**src/rtl/dispatch_if.sv**
```systemverilog
// Bundle of signals between dispatch_ctrl and its neighbours: IFetch, Decoder,
// the ROB/RS/LSB release strobes, the rollback flush and the occupancy counts.
interface dispatch_if #(
  parameter int CW = 5
);
  logic          IF_success;
  logic [31:0]   instr;
  logic [31:0]   fetch_pc;
  logic          if_stall;
  logic          dec_valid;
  logic [31:0]   dec_instr;
  logic [31:0]   dec_pc;
  logic          rob_commit;
  logic          rs_release;
  logic          lsb_release;
  logic          rollback;
  logic [CW-1:0] rob_count;
  logic [CW-1:0] rs_count;
  logic [CW-1:0] lsb_count;

  modport master (
    input  IF_success, instr, fetch_pc, rob_commit, rs_release, lsb_release, rollback,
    output if_stall, dec_valid, dec_instr, dec_pc, rob_count, rs_count, lsb_count
  );

  modport slave (
    output IF_success, instr, fetch_pc, rob_commit, rs_release, lsb_release, rollback,
    input  if_stall, dec_valid, dec_instr, dec_pc, rob_count, rs_count, lsb_count
  );
endinterface

```
**src/rtl/dispatch_ctrl.sv**
```systemverilog
// Issue sequencer between IFetch and Decoder: credit-tracks ROB/RS/LSB occupancy,
// parks one blocked instruction in a hold register and flushes on rollback.
module dispatch_ctrl #(
  parameter int ROB_SIZE = 16,
  parameter int RS_SIZE  = 16,
  parameter int LSB_SIZE = 16,
  parameter int CW       = 5
) (
  input  logic       clk,
  input  logic       rst,
  input  logic       rdy,
  dispatch_if.master bus
);

  typedef enum logic [1:0] {S_RUN, S_HOLD, S_FLUSH} state_e;
  typedef enum logic [1:0] {CLS_NONE, CLS_RS, CLS_LSB} cls_e;

  localparam logic [CW-1:0] ROB_MAX = CW'(ROB_SIZE);
  localparam logic [CW-1:0] RS_MAX  = CW'(RS_SIZE);
  localparam logic [CW-1:0] LSB_MAX = CW'(LSB_SIZE);

  state_e      state;
  logic        hold_vld;
  logic [31:0] hold_instr;
  logic [31:0] hold_pc;

  logic        cand_vld;
  logic [31:0] cand_instr;
  logic [31:0] cand_pc;
  cls_e        cand_cls;
  logic        cand_ok;
  logic        fwd;
  logic        park;

  function automatic cls_e classify(input logic [6:0] op);
    case (op)
      7'b0000011, 7'b0100011:                          classify = CLS_LSB;
      7'b0010011, 7'b0010111, 7'b0110011, 7'b0110111,
      7'b1100011, 7'b1100111, 7'b1101111:              classify = CLS_RS;
      default:                                         classify = CLS_NONE;
    endcase
  endfunction

  // A release against an empty counter is ignored; forward and release cancel out.
  function automatic logic [CW-1:0] next_count(input logic [CW-1:0] cnt,
                                               input logic inc, input logic dec);
    logic dec_eff;
    dec_eff = dec && (cnt != '0);
    if (inc && !dec_eff)      next_count = cnt + 1'b1;
    else if (dec_eff && !inc) next_count = cnt - 1'b1;
    else                      next_count = cnt;
  endfunction

  always_comb begin
    cand_vld   = 1'b0;
    cand_instr = bus.instr;
    cand_pc    = bus.fetch_pc;
    case (state)
      S_RUN: cand_vld = bus.IF_success;
      S_HOLD: begin
        cand_vld   = hold_vld;
        cand_instr = hold_instr;
        cand_pc    = hold_pc;
      end
      default: cand_vld = 1'b0;
    endcase

    cand_cls = classify(cand_instr[6:0]);
    case (cand_cls)
      CLS_RS:  cand_ok = (bus.rob_count < ROB_MAX) && (bus.rs_count  < RS_MAX);
      CLS_LSB: cand_ok = (bus.rob_count < ROB_MAX) && (bus.lsb_count < LSB_MAX);
      default: cand_ok = 1'b0;
    endcase

    fwd  = cand_vld && cand_ok;
    park = (state == S_RUN) && cand_vld && (cand_cls != CLS_NONE) && !cand_ok;
  end

  always_ff @(posedge clk) begin
    if (rst) begin
      state         <= S_RUN;
      bus.dec_valid <= 1'b0;
      bus.if_stall  <= 1'b0;
      bus.dec_instr <= '0;
      bus.dec_pc    <= '0;
      bus.rob_count <= '0;
      bus.rs_count  <= '0;
      bus.lsb_count <= '0;
      hold_vld      <= 1'b0;
      hold_instr    <= '0;
      hold_pc       <= '0;
    end else if (rdy) begin
      if (bus.rollback) begin
        state         <= S_FLUSH;
        bus.dec_valid <= 1'b0;
        bus.if_stall  <= 1'b0;
        bus.rob_count <= '0;
        bus.rs_count  <= '0;
        bus.lsb_count <= '0;
        hold_vld      <= 1'b0;
      end else begin
        bus.rob_count <= next_count(bus.rob_count, fwd, bus.rob_commit);
        bus.rs_count  <= next_count(bus.rs_count,  fwd && (cand_cls == CLS_RS),  bus.rs_release);
        bus.lsb_count <= next_count(bus.lsb_count, fwd && (cand_cls == CLS_LSB), bus.lsb_release);
        bus.dec_valid <= fwd;
        if (fwd) begin
          bus.dec_instr <= cand_instr;
          bus.dec_pc    <= cand_pc;
        end
        case (state)
          S_RUN: begin
            if (park) begin
              hold_vld     <= 1'b1;
              hold_instr   <= bus.instr;
              hold_pc      <= bus.fetch_pc;
              bus.if_stall <= 1'b1;
              state        <= S_HOLD;
            end
          end
          S_HOLD: begin
            if (fwd) begin
              hold_vld     <= 1'b0;
              bus.if_stall <= 1'b0;
              state        <= S_RUN;
            end
          end
          default: state <= S_RUN;
        endcase
      end
    end
  end

endmodule

```
**src/flat_wrapper.sv**
```systemverilog
// flat-port wrapper written by rule: the top's interface ports become plain ports
module dispatch_ctrl_flat 
#(
  parameter int ROB_SIZE = 16,
  parameter int RS_SIZE  = 16,
  parameter int LSB_SIZE = 16,
  parameter int CW       = 5
)
  (clk, rst, rdy, bus_IF_success, bus_instr, bus_fetch_pc, bus_rob_commit, bus_rs_release, bus_lsb_release, bus_rollback, bus_if_stall, bus_dec_valid, bus_dec_instr, bus_dec_pc, bus_rob_count, bus_rs_count, bus_lsb_count);
  dispatch_if #(.CW(CW)) bus_i ();
  input  logic clk;
  input  logic rst;
  input  logic rdy;
  input wire logic [$bits(bus_i.IF_success)-1:0] bus_IF_success;
  input wire logic [$bits(bus_i.instr)-1:0] bus_instr;
  input wire logic [$bits(bus_i.fetch_pc)-1:0] bus_fetch_pc;
  input wire logic [$bits(bus_i.rob_commit)-1:0] bus_rob_commit;
  input wire logic [$bits(bus_i.rs_release)-1:0] bus_rs_release;
  input wire logic [$bits(bus_i.lsb_release)-1:0] bus_lsb_release;
  input wire logic [$bits(bus_i.rollback)-1:0] bus_rollback;
  output wire logic [$bits(bus_i.if_stall)-1:0] bus_if_stall;
  output wire logic [$bits(bus_i.dec_valid)-1:0] bus_dec_valid;
  output wire logic [$bits(bus_i.dec_instr)-1:0] bus_dec_instr;
  output wire logic [$bits(bus_i.dec_pc)-1:0] bus_dec_pc;
  output wire logic [$bits(bus_i.rob_count)-1:0] bus_rob_count;
  output wire logic [$bits(bus_i.rs_count)-1:0] bus_rs_count;
  output wire logic [$bits(bus_i.lsb_count)-1:0] bus_lsb_count;
  assign bus_i.IF_success = bus_IF_success;
  assign bus_i.instr = bus_instr;
  assign bus_i.fetch_pc = bus_fetch_pc;
  assign bus_i.rob_commit = bus_rob_commit;
  assign bus_i.rs_release = bus_rs_release;
  assign bus_i.lsb_release = bus_lsb_release;
  assign bus_i.rollback = bus_rollback;
  assign bus_if_stall = bus_i.if_stall;
  assign bus_dec_valid = bus_i.dec_valid;
  assign bus_dec_instr = bus_i.dec_instr;
  assign bus_dec_pc = bus_i.dec_pc;
  assign bus_rob_count = bus_i.rob_count;
  assign bus_rs_count = bus_i.rs_count;
  assign bus_lsb_count = bus_i.lsb_count;
  dispatch_ctrl #(.ROB_SIZE(ROB_SIZE), .RS_SIZE(RS_SIZE), .LSB_SIZE(LSB_SIZE), .CW(CW)) u_core (.clk(clk), .rst(rst), .rdy(rdy), .bus(bus_i));
endmodule
```
**config.mk**
```make
export PLATFORM = sky130hd
export DESIGN_NAME = dispatch_ctrl_flat
export DESIGN_NICKNAME = d
export VERILOG_FILES = /design/src/rtl/dispatch_if.sv /design/src/rtl/dispatch_ctrl.sv /design/src/flat_wrapper.sv
export SDC_FILE = /design/constraint.sdc
export NUM_CORES = 1
export LEC_CHECK = 0
export ABC_AREA = 1
export ABC_CLOCK_PERIOD_IN_PS = 3700
export BUFFER_PORTS_ARGS = -buffer_cell sky130_fd_sc_hd__buf_2
export CAP_MARGIN = 20
export CORE_UTILIZATION = 42
export CTS_CLUSTER_SIZE = 10
export DETAILED_ROUTE_END_ITERATION = 10
export GPL_ROUTABILITY_DRIVEN = 0
export PLACE_DENSITY_LB_ADDON = 0.15
export SETUP_SLACK_MARGIN = 0.4
export SYNTH_ARGS = -nofsm -noshare
export SYNTH_HDL_FRONTEND = slang
export SYNTH_SLANG_ARGS = --single-unit
```
**constraint.sdc**
```tcl
create_clock -name clk -period 3.7 [get_ports clk]
set_clock_uncertainty 0.2 [all_clocks]
set_input_delay 0.185 -clock clk [delete_from_list [all_inputs] [get_ports clk]]
set_output_delay 0.185 -clock clk [all_outputs]
set_load 0.005 [all_outputs]
```
# Yosys cells after proc, flatten, opt, wreduce, memory -nomap -nowiden
# Cells that the tools add are included.
# totals
output_inout_bits	81
reg_bits	147
elab_cells	99
# classes
reduce_logical	42
n_bitwise	1
n_mux	23
n_eq_ne	14
magnitude_cmp	3
addsub	6
# ops
op	n
$mux W32	2
$mux W5	9
$eq A7 B6 Y1 const B	3
$eq A7 B7 Y1 const B	3
$logic_and A1 B1 Y1	17
$add A5 B1 Y5 const B	3
$lt A5 B5 Y1 const B	3
$reduce_bool A5 Y1	3
$sub A5 B1 Y5 const B	3
$eq A7 B5 Y1 const B	2
$reduce_bool A3 Y1	4
$pmux W2 S2	2
$reduce_and A4 Y1	2
$eq A7 B2 Y1 const B	1
$logic_not A1 Y1	7
$reduce_or A7 Y1	1
$mux W2	3
$ne A3 B2 Y1 const B	2
$pmux W1 S2	3
$reduce_and A2 Y1	3
$reduce_and A3 Y1	2
$eq A2 B1 Y1 const B	2
$mux W1	4
$eq A2 B2 Y1 const B	1
other kinds (4)	4

# Logic depth before layout (Yosys ltp)
# Gate-level depths: netlist (run 1).
# logic_depth
ltp_word	14
mapped_depth	26
ltp_nobuf	25

# Least setup slack after synthesis (run 1)
# No wires, ideal clock.
# synth_path
path_kind	register to register
startpoint	register u_core.state[1]
endpoint	register u_core.bus.lsb_count[3]
setup_ns	0.132
slack_ns	0.267
n_path_buf	1
period_less_slack_ns	3.433
path_stages_with_launch	22
arrival_ns	3.101
path_cell_list	dfxtp_1 -> inv_2 -> nand2_2 -> buf_4 -> o21ai_0 -> nand2_1 -> nor3_1 -> o21ai_1 -> inv_1 -> ha_1 -> nor2_2 -> nand2_1 -> nor2_4 -> nand4_1 -> ha_1 -> a21oi_1 -> nand2_1 -> or2_2 -> nand2_1 -> nor2_1 -> nand3_1 -> a21oi_1
# synth_via
elab_chain_len	13
elab_cells_between_ends	28
cone_classes	eq/ne: 12; mux: 6; reduce/logical: 10
# synth_lines
item	line	rtl
start: declaration	dispatch_ctrl.sv:22	state_e state;
start signal: assignment	dispatch_ctrl.sv:81	state <= S_RUN;
start signal: assignment	dispatch_ctrl.sv:94	state <= S_FLUSH;
start signal: assignment	dispatch_ctrl.sv:117	state <= S_HOLD;
$eq A2 B1 Y1	dispatch_ctrl.sv:58	case (state)
$mux W32	dispatch_ctrl.sv:58	
$eq A7 B5 Y1 (tied with other cells)	dispatch_ctrl.sv:36	case (op)
$reduce_or A7 Y1 or $reduce_or A2 Y1 (tied branches)	dispatch_ctrl.sv:36	
$pmux W2 S2	dispatch_ctrl.sv:36	
$eq A2 B2 Y1 or $eq A2 B1 Y1 (tied branches)	dispatch_ctrl.sv:69, dispatch_ctrl.sv:104	
$pmux W1 S2	dispatch_ctrl.sv:69	case (cand_cls)
$logic_and A1 B1 Y1	dispatch_ctrl.sv:75	fwd = cand_vld && cand_ok;
$logic_and A1 B1 Y1 (*)	dispatch_ctrl.sv:104	bus.lsb_count <= next_count(bus.lsb_count, fwd && (cand_cls == CLS_LSB), bus.lsb_release);
$logic_not A1 Y1	dispatch_ctrl.sv:50	else if (dec_eff && !inc) next_count = cnt - 1'b1;
$logic_and A1 B1 Y1	dispatch_ctrl.sv:50	
$reduce_bool A3 Y1 (no line)	n/a	
$reduce_and A2 Y1 (no line)	n/a	
end signal: assignment	dispatch_ctrl.sv:104	
end: declaration	dispatch_if.sv:23	output if_stall, dec_valid, dec_instr, dec_pc, rob_count, rs_count, lsb_count
# Every way passes the cells marked *; elsewhere a longest branch is shown, timed or not.
# A chain may end at the register's enable or synchronous reset.

# Final worst setup path (run 1)
# layout_path
startpoint	register u_core.state[1]
endpoint	register u_core.bus.rob_count[4]
# layout_via
elab_chain_len	12
elab_cells_between_ends	27
cone_classes	eq/ne: 12; mux: 6; reduce/logical: 9
# layout_lines
item	line	rtl
$eq A2 B1 Y1	dispatch_ctrl.sv:58	
$mux W32	dispatch_ctrl.sv:58	
$eq A7 B5 Y1 (tied with other cells)	dispatch_ctrl.sv:36	
$reduce_or A7 Y1 or $reduce_or A2 Y1 (tied branches)	dispatch_ctrl.sv:36	
$pmux W2 S2	dispatch_ctrl.sv:36	
$eq A2 B2 Y1 or $eq A2 B1 Y1 (tied branches)	dispatch_ctrl.sv:69	
$pmux W1 S2	dispatch_ctrl.sv:69	
$logic_and A1 B1 Y1 (*)	dispatch_ctrl.sv:75	
$logic_not A1 Y1	dispatch_ctrl.sv:50	
$logic_and A1 B1 Y1	dispatch_ctrl.sv:50	
$reduce_bool A3 Y1 (no line)	n/a	
$reduce_and A2 Y1 (no line)	n/a	
end signal: assignment	dispatch_ctrl.sv:102	bus.rob_count <= next_count(bus.rob_count, fwd, bus.rob_commit);
end: declaration	dispatch_if.sv:23	
# Marked as above.

==> run metrics, run 1 <==
status=finished clean; Leak=3.861 nW; crit-path cells=inv_8 -> nand2_8 -> o21ai_4 -> nor2_4 -> nor3_4 -> o21ai_4 -> inv_2 -> ha_4 -> nor2_4 -> nand2_2 -> nor2_4 -> nand2_2 -> inv_4 -> nand2_8 -> fa_2 -> nand3_2 -> nand2_1 -> nand2_1 -> nand2_2 -> xnor2_2 -> nand2_1 -> a21oi_2; synth warn=0; sequential share of the synthesized area=0.4489; initial core utilization=0.4312; met3 routed WL=approximately 800 um; EDFF count, synth=0; Pre-antenna DRT Iters=5; most frequent cell after synthesis=dfxtp_1; WL met1=~8500 um; layout cells sized above 1=0.2597; DR WL/cell=14.03 um; root buf cell=clkbuf_16; Synth Register Bits=147; post-synth cell types=30; vias in the first global route=5,908; hold path cells=2; fmax=0.3052 GHz; Final Max Tran Viols=0; routed via count=approximately 6,500; Post-Route WL=approximately 18,000 um; cell area power density=around 420 nW/um^2; CORE AREA=15,200 sq um; Crit Path Max Fanout=6; RSZ-0062 raised after global routing=true; clock tree from TritonCTS=done; Slowest cell on crit path=fa_2; # diodes=0; Die Height=around 130 um; Syn Std Cell Area=6555 sq um; number of max-cap violations=0; clock latency on the worst-skew pair=approximately 0.42 ns; worst reg-to-reg path cell count=22; vias per cell=5.131; Worst-Margin Slew=0.7643 ns; Post-Syn Area per Cell=approximately 7.5 sq um; Seq. cell area=2950 sq um; Yosys top cell area share=0.4489; largest net degree at the start of global routing=62; gate count after technology mapping=872; Worst slew margin=0.4905; chip width=126.9 um; # IOs=153; final setup fails=0; first-pass GRT wire length=roughly 29,000 um; fillcell total=1,381; clk sinks=147; DRC Markers=0; CTS Buf Count=17; multi-input combinational cell area=approximately 3400 sq um; DRT iter0 DRCs=390; met2 wire length=8281 um; final hold vios=0; critical path class=reg -> reg; Synth area leader=dfxtp_1; worst path required time=between 3 and 4 ns; Final ANT Viol Nets=0; Area contributors post-synth=dfxtp_1, o21ai_0, a21oi_1; row cnt=45; Worst-path clk slew=0.06 ns; maximum resistive drop on vdd=316.8 uV; Setup crit end kind=register; DP Worst Slack=0.01606 ns; critical path launch point type=register; HPWL Detailed=10,120 um; Longest Clk Path Bufs=2; Cell Count Post-Placement=1,158; minimum clock period=about 3.3 ns; Commonest cells post-synth=dfxtp_1, nand2_1, o21ai_0; Async SR Flop Fraction=0; Critical Path Max Stage Delay=a little under 0.4 ns; setup TNS=0 ns; die area=between 15,000 and 20,000 sq um; final net count=1,157; DR top layer=met4; final worst-path setup slack=0.4239 ns; Area growth syn-to-layout=40.24%; Overflow after GRT=0; Syn Nets=between 900 and 1,000; GRT Total Usage=0.2213; number of I/O port buffers=around 150; post-layout util=0.6047; min-delay worst type=in -> reg; crit path DAT=3.42 ns; final non-filler cell total=about 1,300; Final Cycle Share=0.8854; Pwr Total=3.835 mW; dominant synthesized flop cell=dfxtp_1; initial antenna violation count=0; H-tree level count=4
-- area by class of cell --
cell class                      count  area share
Clock buffer                       22     0.05376
Multi-Input combinational cell    574      0.3680
Timing Repair Buffer              240      0.1795
Sequential cell                   147      0.3209
Clock inverter                     10     0.01320
Inverter                           89     0.03893
Tap cell                          188     0.02559
-- cell families after synthesis --
group / share of synthesized area
DFF: 0.4489
AOI/OAI and AO/OA: 0.2334
and+or+nand+nor: 0.1802
xor gates and xnor gates: 0.004009
adders and majority gates: 0.03398
buffers and inverters: 0.09945
-- placed cells by master, fill, tap and decap left out, types with 2 or more instances in the layout --
cell / netlist / routed
buf_2: 18 / 152
dfxtp_1: 147 / 145
nand2_1: 132 / 122
o21ai_0: 116 / 109
a21oi_1: 100 / 89
nand3_1: 89 / 85
inv_1: 83 / 81
dlygate4sd3_1: 0 / 67
a31oi_1: 57 / 57
nor2_1: 22 / 21
o21ai_1: 17 / 17
clkbuf_16: 0 / 17
buf_4: 1 / 14
nand2_2: 5 / 13
ha_4: 0 / 11
a21oi_2: 0 / 10
o21ai_4: 0 / 7
nand3_2: 2 / 5
clkbuf_8: 0 / 5
nor2_4: 2 / 4
inv_2: 5 / 4
clkinvlp_4: 0 / 4
buf_12: 0 / 4
nand2_8: 0 / 3
nand2_4: 2 / 3
nand4_1: 3 / 3
fa_2: 0 / 3
buf_6: 2 / 3
clkinv_2: 0 / 2
ha_1: 13 / 2
bufinv_16: 0 / 2
inv_6: 0 / 2
dfxtp_4: 0 / 2
-- state kept, by name (all words and copies together), names as in the netlist --
signal and flops:
u_core.state 2, u_core.hold_instr 32, u_core.hold_vld 1, u_core.hold_pc 32
u_core.bus.dec_pc 32, u_core.bus.lsb_count 5, u_core.bus.dec_instr 32, u_core.bus.rs_count 5
u_core.bus.rob_count 5, u_core.bus.dec_valid 1
-- per-layer routing --
| layer | global-route usage | vias up |
|---|---|---|
| met5 | 0 | - |
| met4 | 0.07913 | 0 |
| met3 | 0.04808 | 19 |
| met2 | 0.3555 | 166 |
| met1 | 0.2926 | 2971 |
| li1 | - | 3360 |
-- power breakdown --
group          switching [mW]  leakage (nW)  internal, mW
registers              0.0292          1.19          1.61
clock network           0.676         0.291          1.09
logic                   0.231          2.38         0.204
total                   0.935          3.86          2.90
-- repair_timing --
item / CTS / global route
endpoints found under the setup margin: 58 / 25
pin swaps: 15 / 31
hold buffers: 67 / 0
resized for setup: 29 / 49
endpoints found under the hold margin: 132 / 0
buffers inserted: 7 / 4
cloned: 2 / 0
-- worst max-delay path, delay by kind of cell, from the launching register on --
| kind | cells | cell delay [ns] |
|---|---|---|
| flops | 1 | 0.36 |
| simple gates | 13 | 1.20 |
| compound gates | 3 | 0.45 |
| buf+inv | 3 | 0.26 |
| fa+ha+maj | 2 | 0.59 |
| xor+xnor | 1 | 0.13 |
-- path summary, 6_finish.rpt --
| check | start | slack [ns] | to |
|---|---|---|---|
| setup / recovery | u_core.state[1] | 0.42 | u_core.bus.rob_count[4] |
| hold / removal | rst | 0.02 | u_core.bus.rob_count[2] |
| setup reg to reg | u_core.state[1] | 0.42 | u_core.bus.rob_count[4] |
| hold reg to reg | u_core.hold_pc[19] | 0.24 | u_core.hold_pc[19] |
-- per-stage QoR --
step	hold WS (ns)	instance area, sq um
after floorplan	0.05407	6580
after global placement	0.2312	7397
after detailed placement	0.2361	7397
after CTS	0.006265	8880
after global routing	0.01176	9193
final	0.01964	9193
No activity file was read; power rests on OpenSTA's default activity.
==> inputs of run 2 (changes only) <==
ABC_AREA = unset   (was 1)
BUFFER_PORTS_ARGS = unset   (was -buffer_cell sky130_fd_sc_hd__buf_2)
CELL_PAD_IN_SITES_DETAIL_PLACEMENT = 0   (was unset)
CELL_PAD_IN_SITES_GLOBAL_PLACEMENT = 2   (was unset)
CORE_UTILIZATION = 33   (was 42)
DONT_BUFFER_PORTS = 1   (was unset)
==> run 2 against run 1 <==
Compared with the run above: the run now ends with hold timing, setup timing left; register-to-register slack worse by 0.62 ns; sequential share of layout area down 3.6 points; non-clock buffer count down 113; wire length up 30%; total power down 4.4%; flip-flop and latch count unchanged; critical endpoint is now u_core.bus.lsb_count[4]; largest cell class unchanged; fmax down 16%; global-route usage down 3.3 points; highest routed layer unchanged; largest power group unchanged.
==> run metrics, run 2 <==
status=finished, violations left (was finished clean); violations in the final reports=hold timing, setup timing; Worst-Margin Slew=0.6785 ns (was 0.7643 ns); Die Height=141.9 um (was 126.9 um); row cnt=50 (was 45); sequential share of power=0.439 (was 0.427); Cell Count Post-Placement=988 (was 1,158); Clock power frac=0.503 (was 0.460); crit-path cells=nand2b_4 -> mux2i_4 -> nor2b_1 -> o31a_1 -> nor2_2 -> ha_4 -> or4b_4 -> nor3_4 -> nand2_2 -> fa_2 -> a21o_1 -> a21oi_2 -> xnor2_1 -> mux2_4 -> o32ai_2 (was inv_8 -> nand2_8 -> o21ai_4 -> nor2_4 -> nor3_4 -> o21ai_4 -> inv_2 -> ha_4 -> nor2_4 -> nand2_2 -> nor2_4 -> nand2_2 -> inv_4 -> nand2_8 -> fa_2 -> nand3_2 -> nand2_1 -> nand2_1 -> nand2_2 -> xnor2_2 -> nand2_1 -> a21oi_2); DRC Markers=0 (unchanged); critical path class=reg -> reg (unchanged); post-synth cell types=46 (was 30); commonest non-fill, non-tap cells in the layout=dfxtp_1, nand2_1, mux2i_1 (was buf_2, dfxtp_1, nand2_1); Slowest cell on crit path=or4b_4 (was fa_2); most frequent cell after synthesis=dfxtp_1 (unchanged); root buf cell=clkbuf_16 (unchanged); Commonest cells post-synth=dfxtp_1, nand2_1, a21oi_1 (was dfxtp_1, nand2_1, o21ai_0); cell area power density=354.9 nW/um^2 (was 417.2 nW/um^2); vias in the first global route=5,527 (was 5,908); final setup fails=5 (was 0); Critical Path Max Stage Delay=0.50 ns (was 0.39 ns); Pwr Total=3.666 mW (was 3.835 mW); crit path DAT=4.03 ns (was 3.42 ns); chip width=141.9 um (was 126.9 um); worst path required time=3.83 ns (was 3.85 ns); Seq. cell area=2944 sq um (was 2950 sq um); maximum resistive drop on vdd=305.8 uV (was 316.8 uV); multi-input combinational cell area=4622 sq um (was 3383 sq um); Synth area leader=dfxtp_1 (unchanged); initial antenna violation count=0 (unchanged); DR WL/cell=20.89 um (was 14.03 um); synth warn=0 (unchanged); DRT iter0 DRCs=203 (was 390); Final Max Tran Viols=0 (unchanged); Final Cycle Share=1.053 (was 0.8854); Syn Nets=832 (was 960); CORE AREA=18,960 sq um (was 15,200 sq um); CTS Buf Count=17 (unchanged); Async SR Flop Fraction=0 (unchanged); Pre-antenna DRT Iters=4 (was 5); HPWL Detailed=10,790 um (was 10,120 um); EDFF count, synth=0 (unchanged); final net count=923 (was 1,157); routed via count=5,897 (was 6,516); Area growth syn-to-layout=59.92% (was 40.24%); gate count after technology mapping=744 (was 872); fmax=0.2566 GHz (was 0.3052 GHz); final non-filler cell total=1,107 (was 1,270); Syn Std Cell Area=6459 sq um (was 6555 sq um); minimum clock period=3.897 ns (was 3.276 ns); vias per cell=5.327 (was 5.131); layout cells sized above 1=0.4699 (was 0.2597); Synth Register Bits=147 (unchanged); critical path launch point type=register (unchanged); initial core utilization=0.3407 (was 0.4312); Crit Path Max Fanout=8 (was 6); GRT Total Usage=0.1880 (was 0.2213); min-delay worst type=in -> reg (unchanged); largest net degree at the start of global routing=145 (was 62); # IOs=153 (unchanged); Worst slew margin=0.5460 (was 0.4905); first-pass GRT wire length=29,440 um (was 28,610 um); Setup crit end kind=register (unchanged); sequential share of the synthesized area=0.4556 (was 0.4489); Area contributors post-synth=dfxtp_1, mux2i_1, nand2_1 (was dfxtp_1, o21ai_0, a21oi_1); clk sinks=147 (unchanged); P_sw=0.8156 mW (was 0.9353 mW); Int Power=2.850 mW (was 2.900 mW); # diodes=0 (unchanged); fillcell total=1,703 (was 1,381); most common cell after layout, fill and taps aside=dfxtp_1 (was buf_2); Gate power share=0.058 (was 0.113); number of I/O port buffers=0 (was 152); Final ANT Viol Nets=0 (unchanged); final hold vios=141 (was 0); final worst-path setup slack=-0.1968 ns (was 0.4239 ns); number of max-cap violations=0 (unchanged); RSZ-0062 raised after global routing=true (unchanged); Post-Route WL=23,120 um (was 17,820 um); Leak=4.205 nW (was 3.861 nW); die area=20,140 sq um (was 16,110 sq um); Yosys top cell area share=0.4556 (was 0.4489); Longest Clk Path Bufs=2 (unchanged); Hold WS=-0.3549 ns (was 0.01964 ns); Net Sw Frac=0.2225 (was 0.2439); Overflow after GRT=0 (unchanged); clock latency on the worst-skew pair=0.42 ns (about the same); Worst-path clk slew=0.06 ns (about the same); Post-Syn Area per Cell=8.681 sq um (was 7.517 sq um); clock tree from TritonCTS=done (unchanged); H-tree level count=4 (unchanged); dominant synthesized flop cell=dfxtp_1 (unchanged); post-layout util=0.5449 (was 0.6047)
-- run 2: path summary, 6_finish.rpt --
check                                  to  cells after the start  slack, ns            startpoint
setup / recovery  u_core.bus.lsb_count[4]                     15      -0.20       u_core.state[1]
hold / removal          u_core.hold_pc[6]                      1      -0.35                   rst
setup reg to reg  u_core.bus.lsb_count[4]                     15      -0.20       u_core.state[1]
hold reg to reg      u_core.hold_instr[9]                      2       0.25  u_core.hold_instr[9]
-- run 2: cell families (layout without fill, tap and decap cells) --
family | count (synthesis) | count (layout) | share of synthesized area
flops | 147 | 147 | 0.4556
fa+ha+maj | 16 | 16 | 0.03448
compound gates | 184 | 184 | 0.1802
mux | 72 | 72 | 0.1120
buf+inv | 68 | 170 | 0.04359
xor+xnor | 11 | 11 | 0.01492
simple gates | 246 | 247 | 0.1592
-- run 2: final cells by class --
type	count	share of cell area
Inverter	12	0.004603
Clock buffer	20	0.04325
Timing Repair Buffer	127	0.1709
Multi-Input combinational cell	530	0.4475
Sequential cell	147	0.2850
Clock inverter	11	0.01720
Tap cell	260	0.03150
-- run 2: critical path: cells and delay by family (launching register included) --
family / cells / cell delay, ns
AND/OR/NAND/NOR: 6 / 1.17
AO/OA/AOI/OAI: 4 / 0.74
XOR/XNOR: 1 / 0.17
multiplexers: 2 / 0.61
adder cells (fa/ha/maj): 2 / 0.59
flip-flops: 1 / 0.33
-- run 2: metrics by stage --
step	TNS [ns]	area (sq um)	setup slack [ns]	hold slack (ns)
finish	-0.6027	10330	-0.1968	-0.3549
global route	-1.886	10330	-0.3474	-0.3911
CTS	-0.5514	8138	-0.1999	-0.3795
detailed placement	-0.6463	7015	-0.2534	0.06698
global placement	-0.3182	7015	-0.1753	0.06536
floorplan	-0.6252	6589	-0.2934	0.1210
-- run 2: what timing repair did --
action / 4_1_cts / 5_1_grt
pin swaps: 21 / 136
endpoints found under the setup margin: 72 / 146
resized for setup: 43 / 333
endpoints found under the hold margin: 147 / 141
hold buffers: 7 / 13
gates cloned: 7 / 26
setup buffers: 11 / 24
-- run 2: power by group through the flow --
stage | clock network (mW) | logic [mW] | registers [mW]
floorplan | 0 | 0.117 | 1.64
global placement | 0 | 0.121 | 1.64
detailed placement | 0 | 0.123 | 1.64
CTS | 1.90 | 0.146 | 1.61
global route | 1.96 | 0.230 | 1.61
finish | 1.85 | 0.213 | 1.61
-- run 2: metal layers --
metal / track usage / up-vias / routed length (um)
met5: 0 / - / 0
met4: 0.07414 / 0 / 410
met2: 0.3109 / 131 / 11670
met1: 0.2239 / 2942 / 9658
met3: 0.06345 / 29 / 1383
li1: - / 2795 / -
==> inputs of run 3 (changes only) <==
REMOVE_ABC_BUFFERS = 1   (was unset)
==> run 3 against run 2 <==
Compared with the run above: the flow still finishes with violations (hold timing, setup timing); count of clock-buffer cells in the layout unchanged; cell count down 3.5%; die area unchanged; sequential power about the same; sequential share of layout area up 5.6 points; final area down 16%; utilization down 8.9 points; critical path type unchanged; worst setup slack worse by 0.056 ns; critical path depth unchanged.
==> run metrics, run 3 (synthesis gave the netlist of run 2 again) <==
die area=20,140 sq um (unchanged); initial antenna violation count=0 (unchanged); Crit Path Max Fanout=7 (was 8); routed via count=5,588 (was 5,897); Final Cycle Share=1.068 (was 1.053); critical path class=reg -> reg (unchanged); GRT Total Usage=0.1917 (was 0.1880); commonest non-fill, non-tap cells in the layout=dfxtp_1, nand2_1, nor2_1 (was dfxtp_1, nand2_1, mux2i_1); DR WL/cell=19.52 um (was 20.89 um); largest net degree at the start of global routing=145 (unchanged); Final ANT Viol Nets=0 (unchanged); # IOs=153 (unchanged); Largest delay share family, worst path=simple AND/OR/NAND/NOR gates (unchanged); violations in the final reports=hold timing, setup timing (unchanged); clock latency on the worst-skew pair=0.42 ns (about the same); final net count=883 (was 923); Cell Count Post-Placement=992 (was 988); H-tree level count=4 (unchanged); Buf+Inv Stages, Crit Path=0 (unchanged); Worst-Margin Slew=0.6348 ns (was 0.6785 ns); maximum resistive drop on vdd=294.4 uV (was 305.8 uV); Hold WS=-0.3596 ns (was -0.3549 ns); row cnt=50 (unchanged); fmax=0.2530 GHz (was 0.2566 GHz); cell area power density=409.4 nW/um^2 (was 354.9 nW/um^2); final setup fails=6 (was 5); HPWL Detailed=11,150 um (was 10,790 um); clock tree from TritonCTS=done (unchanged); Final Max Tran Viols=0 (unchanged); crit-path cells=nand2b_4 -> mux2i_4 -> nor2b_1 -> o31a_1 -> nor2_2 -> ha_4 -> or4b_4 -> nor3_4 -> nand2_2 -> fa_2 -> a21o_1 -> a21oi_2 -> xnor2_1 -> mux2_4 -> o32ai_2 (unchanged); DRT iter0 DRCs=202 (was 203); root buf cell=clkbuf_16 (unchanged); first-pass GRT wire length=29,550 um (was 29,440 um); critical path launch point type=register (unchanged); final non-filler cell total=1,068 (was 1,107); vias in the first global route=5,371 (was 5,527); vias per cell=5.232 (was 5.327); minimum clock period=3.953 ns (was 3.897 ns); crit path DAT=4.08 ns (was 4.03 ns); # diodes=0 (unchanged); most common cell after layout, fill and taps aside=dfxtp_1 (unchanged); CORE AREA=18,960 sq um (unchanged); clk sinks=147 (unchanged); Setup crit end kind=register (unchanged); CTS Buf Count=17 (unchanged); Worst slew margin=0.5752 (was 0.5460); initial core utilization=0.3407 (unchanged); Pre-antenna DRT Iters=6 (was 4); chip width=141.9 um (unchanged); number of I/O port buffers=0 (unchanged); DRC Markers=0 (unchanged); min-delay worst type=in -> reg (unchanged); final worst-path setup slack=-0.2528 ns (was -0.1968 ns); Critical Path Max Stage Delay=0.51 ns (was 0.50 ns); Area growth syn-to-layout=33.84% (was 59.92%); layout cells sized above 1=0.2178 (was 0.4699); number of max-cap violations=0 (unchanged); final hold vios=141 (unchanged); Leak=3.407 nW (was 4.205 nW); RSZ-0062 raised after global routing=true (unchanged); Overflow after GRT=0 (unchanged); worst path required time=3.83 ns (about the same); Worst-path clk slew=0.06 ns (about the same); Slowest cell on crit path=or4b_4 (unchanged); status=finished, violations left (unchanged); Post-Route WL=20,840 um (was 23,120 um); Die Height=141.9 um (unchanged); Longest Clk Path Bufs=2 (unchanged); post-layout util=0.4560 (was 0.5449)
[run 3: cell count changes in the layout (fill, tap and decap cells not counted), moves of 40 or more]
cell	change
a211oi_1	+40
a21oi_1	+41
a211oi_2	-40
a21oi_2	-41
nor2_4	-41
nand2_1	+61
nor2_1	+49
[run 3: routing by layer]
metal	up-vias	track usage	routed length (um)
li1	2705	-	-
met1	2719	0.2298	8946
met2	141	0.3114	9955
met3	23	0.08100	1585
met4	0	0.05659	355
met5	-	0	0
[run 3: power by group]
part	switching, mW	internal, mW
Clock	0.727	1.04
Sequential	0.0109	1.59
Combinational	0.0819	0.0817
[run 3: final timing paths]
kind / slack, ns / from / cells after the start / end
max reg2reg: -0.25 / u_core.state[1] / 15 / u_core.bus.lsb_count[4]
min reg2reg: 0.25 / u_core.hold_pc[13] / 2 / u_core.hold_pc[13]
min: -0.36 / rst / 1 / u_core.hold_pc[19]
max: -0.25 / u_core.state[1] / 15 / u_core.bus.lsb_count[4]
[run 3: worst reg2reg max path: cells and delay by family (launching register included)]
| family | cells | cell delay (ns) |
|---|---|---|
| XOR/XNOR | 1 | 0.16 |
| adder cells (fa/ha/maj) | 2 | 0.60 |
| multiplexers | 2 | 0.55 |
| AND/OR/NAND/NOR | 6 | 1.24 |
| flip-flops | 1 | 0.32 |
| AO/OA/AOI/OAI | 4 | 0.80 |
[run 3: through the flow]
step                setup WS [ns]  instance area [sq um]  TNS, ns  power, mW
finish                    -0.2528                   8645  -0.8887      3.539
global route              -0.4200                   8645   -2.301      3.666
CTS                       -0.3064                   8142  -0.7798      3.568
detailed placement        -0.4542                   6952   -1.898      1.760
global placement          -0.3342                   6952  -0.9853      1.757
floorplan                  -3.945                   6222  -469.38      1.723
[run 3: repair_timing]
action | 4_1_cts | 5_1_grt
endpoints found under the hold margin | 147 | 142
endpoints found under the setup margin | 82 | 105
gates resized for setup | 42 | 52
pin swaps | 24 | 31
cloned | 8 | 6
hold buffers | 8 | 1
setup buffers | 9 | 12
[run 3: layout make-up]
class                      count  area [sq um]
fill                        1837         10310
multi-input combinational    529          3596
sequential                   147          2944
timing repair buffer          88          1135
clock buffer                  20         456.7
tap                          260         325.3
clock inverter                12         142.6
inverter                      12         45.04
